<file path="src/rtl/clk_div_multi.sv">
// CH_NUM independent even-ratio clock dividers with shadowed divisors reloaded at half-period wraps.
// Registered clk_out/tick; optional sync input (CLK_DIV_SYNC_EN) phase-aligns all channels.
module clk_div_multi #(
  parameter int          CNT_W    = 27,
  parameter int          CH_NUM   = 2,
  parameter int unsigned DIV_INIT = 2**(CNT_W-1)
) (
  input  logic                    clk_in,
  input  logic                    rst,
  input  logic                    en,
  input  logic                    load,
  input  logic [CH_NUM*CNT_W-1:0] div_val,
`ifdef CLK_DIV_SYNC_EN
  input  logic                    sync,
`endif
  output logic [CH_NUM-1:0]       clk_out,
  output logic [CH_NUM-1:0]       tick
);

  logic sync_i;
`ifdef CLK_DIV_SYNC_EN
  assign sync_i = sync;
`else
  assign sync_i = 1'b0;
`endif

  for (genvar i = 0; i < CH_NUM; i++) begin : g_ch
    logic [CNT_W-1:0] cnt;
    logic [CNT_W-1:0] act;
    logic [CNT_W-1:0] shd;
    logic [CNT_W-1:0] din;
    logic             co;
    logic             tk;
    logic             wrap;

    assign din        = div_val[i*CNT_W +: CNT_W];
    assign wrap       = (cnt == act - CNT_W'(1));
    assign clk_out[i] = co;
    assign tick[i]    = tk;

    always_ff @(posedge clk_in) begin
      if (rst) begin
        cnt <= '0;
        co  <= 1'b0;
        tk  <= 1'b0;
        act <= CNT_W'(DIV_INIT);
        shd <= CNT_W'(DIV_INIT);
      end else if (sync_i) begin
        cnt <= '0;
        co  <= 1'b0;
        tk  <= 1'b0;
        act <= shd;
        if (load) shd <= din;
      end else if (act == '0) begin
        // An off channel takes a new divisor straight into act so it starts without waiting for a wrap.
        cnt <= '0;
        co  <= 1'b0;
        tk  <= 1'b0;
        if (load) begin
          act <= din;
          shd <= din;
        end
      end else if (en) begin
        if (wrap) begin
          cnt <= '0;
          act <= shd;
          if (shd == '0) begin
            co <= 1'b0;
            tk <= 1'b0;
          end else begin
            co <= ~co;
            tk <= ~co;
          end
        end else begin
          cnt <= cnt + CNT_W'(1);
          tk  <= 1'b0;
        end
        if (load) shd <= din;
      end else begin
        tk <= 1'b0;
        if (load) shd <= din;
      end
    end
  end

endmodule

</file>
<file path="config.mk">
export PLATFORM = sky130hd
export DESIGN_NAME = clk_div_multi
export DESIGN_NICKNAME = d
export VERILOG_FILES = /design/src/rtl/clk_div_multi.sv
export SDC_FILE = /design/constraint.sdc
export NUM_CORES = 1
export LEC_CHECK = 0
export ABC_CLOCK_PERIOD_IN_PS = 6700
export CAP_MARGIN = 0
export CORE_ASPECT_RATIO = 0.8
export CORE_UTILIZATION = 25
export DETAILED_ROUTE_END_ITERATION = 16
export DONT_BUFFER_PORTS = 1
export GPL_TIMING_DRIVEN = 0
export SLEW_MARGIN = 20
export SYNTH_ARGS = -nofsm -noshare
export SYNTH_HDL_FRONTEND = slang
export SYNTH_SLANG_ARGS = --single-unit
</file>
<file path="constraint.sdc">
create_clock -name clk_in -period 6.7 [get_ports clk_in]
set_input_delay 1.34 -clock clk_in [delete_from_list [all_inputs] [get_ports clk_in]]
set_output_delay 1.34 -clock clk_in [all_outputs]
set_load 0.01 [all_outputs]
</file>
Yosys cells after proc, flatten, opt, wreduce, memory -nomap -nowiden
Cells that the tools add are included.

Register bits: 166. Latch bits: 0. Logic and storage cells: 51. Memories: 0. Memory bits (writable): 0. Memory bits (read-only): 0. Bits of input ports: 58. Output and inout bits: 4.

Shift-type cells: 0. Order comparisons: 0. Bitwise logic cells: 5. Multipliers: 0. Eq/ne operators: 4. Reductions and logical operators: 16. Divide/modulo/power cells: 0. Mux-type cells: 12. Add/sub/neg operators: 4.

Operators by type and width (count): 27-bit 2-to-1 mux (10); 27-bit logical NOT (4); 27-bit by 1-bit adder with 27-bit output (second input constant) (2); 27-bit equality test (2); 27-bit by 1-bit subtractor with 27-bit output (second input constant) (2); 2-bit nonzero test (4); 4-bit OR reduction (2); 3-bit AND reduction (2); 1-bit inverter (5); 2-bit inequality test (second input constant) (2); 2-bit AND reduction (2); 2-bit OR reduction (2); 1-bit 2-to-1 mux (2).

Depth between registers and ports, before layout
Depth in word-level cells: 5. Gate-level depth with buffers: 13. Gate-level depth less buffers: 10.

Least setup slack after synthesis
OpenSTA, ideal clock, no wires.

Path kind: register to register. Start point: register g_ch[0].act[0]. End point: register g_ch[0].act[10]. Setup time: 121 ps. Required time: 6579 ps. Path buffers: 2. Path slack: 3474 ps. Arrival: 3105 ps. Stages on the path, launching flop included: 13. Clock period less this slack: 3226 ps. Path through: dfxtp_1 > inv_1 > ha_1 > nor3b_1 > nand2_1 > nor3_1 > xnor2_1 > nand2_1 > or4_4 > o31a_1 > buf_6 > buf_6 > mux2_4.

Longest elaborated chain between the ends: 4. Elaborated cells on any way between the ends: 8. Those cells by class: 1 x add/sub; 2 x eq/ne; 1 x mux; 4 x reduce/logical.

Ends and longest elaborated chain: start, declared (RTL line 29) `logic [CNT_W-1:0] act;`; start signal, assigned (RTL line 46) `act <= CNT_W'(DIV_INIT);`; start signal, assigned (RTL line 60) `act <= din;`; 27-bit by 1-bit subtractor with 27-bit output (RTL line 37) `assign wrap = (cnt == act - CNT_W'(1));`; 27-bit equality test (RTL line 37); 2-bit nonzero test (no line); 3-bit AND reduction (no line).

Parallel ways exist; a longest one is shown, timed or not. A chain may end at the register's enable or synchronous reset.

Worst setup path in the final report
Start point: register g_ch[1].act[3]. End point: register g_ch[1].cnt[14].

Longest elaborated chain between the ends: 3. Elaborated cells on any way between the ends: 5. Those cells by class: 1 x add/sub; 1 x eq/ne; 1 x mux; 2 x reduce/logical.

Ends and longest elaborated chain: start, declared (RTL line 29); start signal, assigned (RTL line 46); start signal, assigned (RTL line 60); 27-bit by 1-bit subtractor with 27-bit output (RTL line 37); 27-bit equality test (RTL line 37); 27-bit 2-to-1 mux (RTL line 64) `if (wrap) begin`; end signal, assigned (RTL line 75) `cnt <= cnt + CNT_W'(1);`; end, declared (RTL line 28) `logic [CNT_W-1:0] cnt;`.

Parallel ways exist; a longest one is shown, timed or not.

==> flow_metrics.env <==
export IMPL_status="finished clean"
export IMPL_syn_area_mm2=0.00940
export IMPL_tritoncts="done"
export IMPL_drv_slew=0
export IMPL_seq_area_frac_synth=0.354
export IMPL_grt_antenna_before_repair=0
export IMPL_dp_cells=1547
export IMPL_ys_seq_elements=166
export IMPL_clock_skew_ns=0.0129
export IMPL_die_w_um=219
export IMPL_grt_pass1_wl_mm=40.1
export IMPL_end_kind="register"
export IMPL_cap_violations=0
export IMPL_drc=0
export IMPL_ir_worst_vdd_mv=0.159
export IMPL_post_synth_top_count_cell="nor2_1"
export IMPL_coreArea_mm2=0.0370
export IMPL_slowest_stage="nor4_1"
export IMPL_wirelength_mm=25.3
export IMPL_yosys_top_cells_count="nor2_1, dfxtp_1, mux2i_1, xor2_1, xnor2_1"
export IMPL_cts_setup_buffers=0
export IMPL_synth_top_cell_area_share=0.354
export IMPL_fin_crit_sh=0.624
export IMPL_synthAdderAreaFrac=0.00666
export IMPL_synth_edff_count=0
export IMPL_startpoint_type="register"
export IMPL_fin_cells=1579
export IMPL_first_pass_iters=5
export IMPL_synth_compound_area_frac=0.0593
export IMPL_io_buffers=0
export IMPL_first_iter_violations=484
export IMPL_min_period_ns=4.18
export IMPL_hold_viol=0
export IMPL_drive_gt1_frac=0.111
export IMPL_initial_core_util=0.254
export IMPL_crit_top_cell="buf_2"
export IMPL_cts_root_buf="clkbuf_16"
export IMPL_grtUsageTotal=0.135
export IMPL_route_vias_total=7516
export IMPL_cp_top_family="simple AND/OR/NAND/NOR gates"
export IMPL_syn_avg_cell_area_um2=8.86
export IMPL_leakage_nw=4.11
export IMPL_netlist_instances=1060
export IMPL_relSlewSlack=0.339
export IMPL_vias_per_cell=4.76
export IMPL_max_freq_mhz=239
export IMPL_synth_async_reset_ratio=0
export IMPL_std_cell_rows=63
export IMPL_ctsResizeCount=0
export IMPL_ys_flop_type="dfxtp_1"
export IMPL_grt_setup_unrepaired="false"
export IMPL_path_cells="clkbuf_1, nor4_4, nand3_1, or3_1, a2111oi_0, o2111ai_1, nor4_1, a21o_1, buf_2, buf_2, nor2_1"
export IMPL_ys_types=67
export IMPL_chipHeight_um=175
export IMPL_path_class="reg2reg"
export IMPL_numClockSinks=166
export IMPL_power_density_mw_per_mm2=203
export IMPL_area_delta_synth_final_pct=13.0
export IMPL_antenna_cells=0
export IMPL_clk_latency_ns=0.44
export IMPL_synthTopCellsByArea="dfxtp_1, mux2i_1, nor2_1"
export IMPL_ys_warn_count=0
export IMPL_cts_buffers=17
export IMPL_critPathMaxFanout=10
export IMPL_cpPeakStageDelay_ns=0.60
export IMPL_wl_per_cell_um=16.1
export IMPL_required_ns=7.02
export IMPL_cts_hold_buf=0
export IMPL_die_area_mm2=0.0384
export IMPL_cts_buffer_depth=2
export IMPL_yosys_area_share_xor_xnor=0.109
export IMPL_place_congestion=0.869
export IMPL_clk_pin_slew_ns=0.07
export IMPL_path_buf_inv=3
export IMPL_setup_tns_ns=0
export IMPL_critPathArrivalTime_ns=4.50
export IMPL_finalSetupViolCount=0
export IMPL_cts_htree_levels=4
export IMPL_io_pins=62
export IMPL_worst_slew_pin_slew_ns=0.992
export IMPL_yosysTopAreaCell="dfxtp_1"
export IMPL_overflow=0
export IMPL_synth_top_family_by_area="simple AND/OR/NAND/NOR gates"
export IMPL_hpwlAfterDp_mm=19.6
export IMPL_hp_class="reg2reg"
export IMPL_layout_nets=1142
export IMPL_synth_nets=1123
export IMPL_muxShareOfSynthArea=0.187
export IMPL_grt_max_degree=17
export IMPL_grt_pass1_vias=7085
export IMPL_drtAntennaViolNets=0
export IMPL_synth_simple_area_share=0.245
-- kinds of logic after synthesis --
logic type | Yosys count
muxes | 162
buffers and inverters | 79
DFF | 166
and+or+nand+nor | 456
adders and majority gates | 5
xor gates and xnor gates | 117
AOI/OAI and AO/OA | 75
-- flip-flops by register name, summed over array words and instances (netlist names) --
signal    cells
g_ch.act     54
g_ch.shd     54
g_ch.cnt     54
g_ch.co       2
g_ch.tk       2
-- per-stage QoR --
step / utilization / total power, mW / instance area [µm²] / hold slack, ns / worst slack [ns]
after detailed placement: 0.270 / 1.16 / 10000 / 0.504 / 2.67
after global routing: 0.287 / 2.23 / 10600 / 0.536 / 2.19
after CTS: 0.286 / 2.18 / 10600 / 0.522 / 2.56
final: 0.287 / 2.16 / 10600 / 0.523 / 2.52
after floorplan: - / 1.13 / 9400 / 0.459 / 3.47
after global placement: 0.270 / 1.16 / 10000 / 0.486 / 2.71
-- tightest hold or removal path, delay by kind of cell (launching register included) --
kind	cells	cell delay, ns
DFF	1	0.35
muxes	1	0.07
and+or+nand+nor	1	0.07
-- cell usage in the layout, fill, tap and decap left out, types with 13 or more instances in the layout --
cell type,Yosys,layout
nor2_1,198,198
dfxtp_1,166,166
mux2i_1,109,109
xor2_1,65,65
xnor2_1,52,52
nand2_1,49,49
clkbuf_1,38,38
mux2_2,34,34
nand3_1,30,30
nor2b_1,29,29
nor4_1,28,27
nor3_1,26,26
nand4_1,22,22
mux2_4,19,19
clkbuf_16,0,17
inv_1,14,14
buf_2,13,13
o21ai_0,13,13
and3_1,13,13
-- area by class of cell --
cell class / count / area (µm²)
multi-input combinational: 815 / 5710
tap: 487 / 609
fill: 3937 / 26400
sequential: 166 / 3320
clock inverter: 14 / 168
buffer: 65 / 317
clock buffer: 18 / 439
inverter: 14 / 52.6
-- path summary, 6_finish.rpt --
kind,from,to,slack (ns),cells past startpoint
max,g_ch[1].act[3],g_ch[1].cnt[14],2.52,11
max reg2reg,g_ch[1].act[3],g_ch[1].cnt[14],2.52,11
min,g_ch[0].shd[8],g_ch[0].shd[8],0.52,2
min reg2reg,g_ch[0].shd[8],g_ch[0].shd[8],0.52,2
-- power breakdown --
group	total [mW]	internal, mW	switching [mW]
clock network	1.02	0.570	0.450
registers	1.03	1.01	0.0183
logic	0.109	0.0454	0.0636
total	2.16	1.62	0.532
-- per-layer routing --
layer / GRT usage / vias to the layer above / wire length (µm)
met3: 0.0353 / 22 / 1700
met1: 0.201 / 3567 / 13200
li1: - / 3756 / -
met5: 0 / - / 0
met4: 0.0385 / 0 / 321
met2: 0.189 / 171 / 10100
No activity file was read; power rests on OpenSTA's default activity.
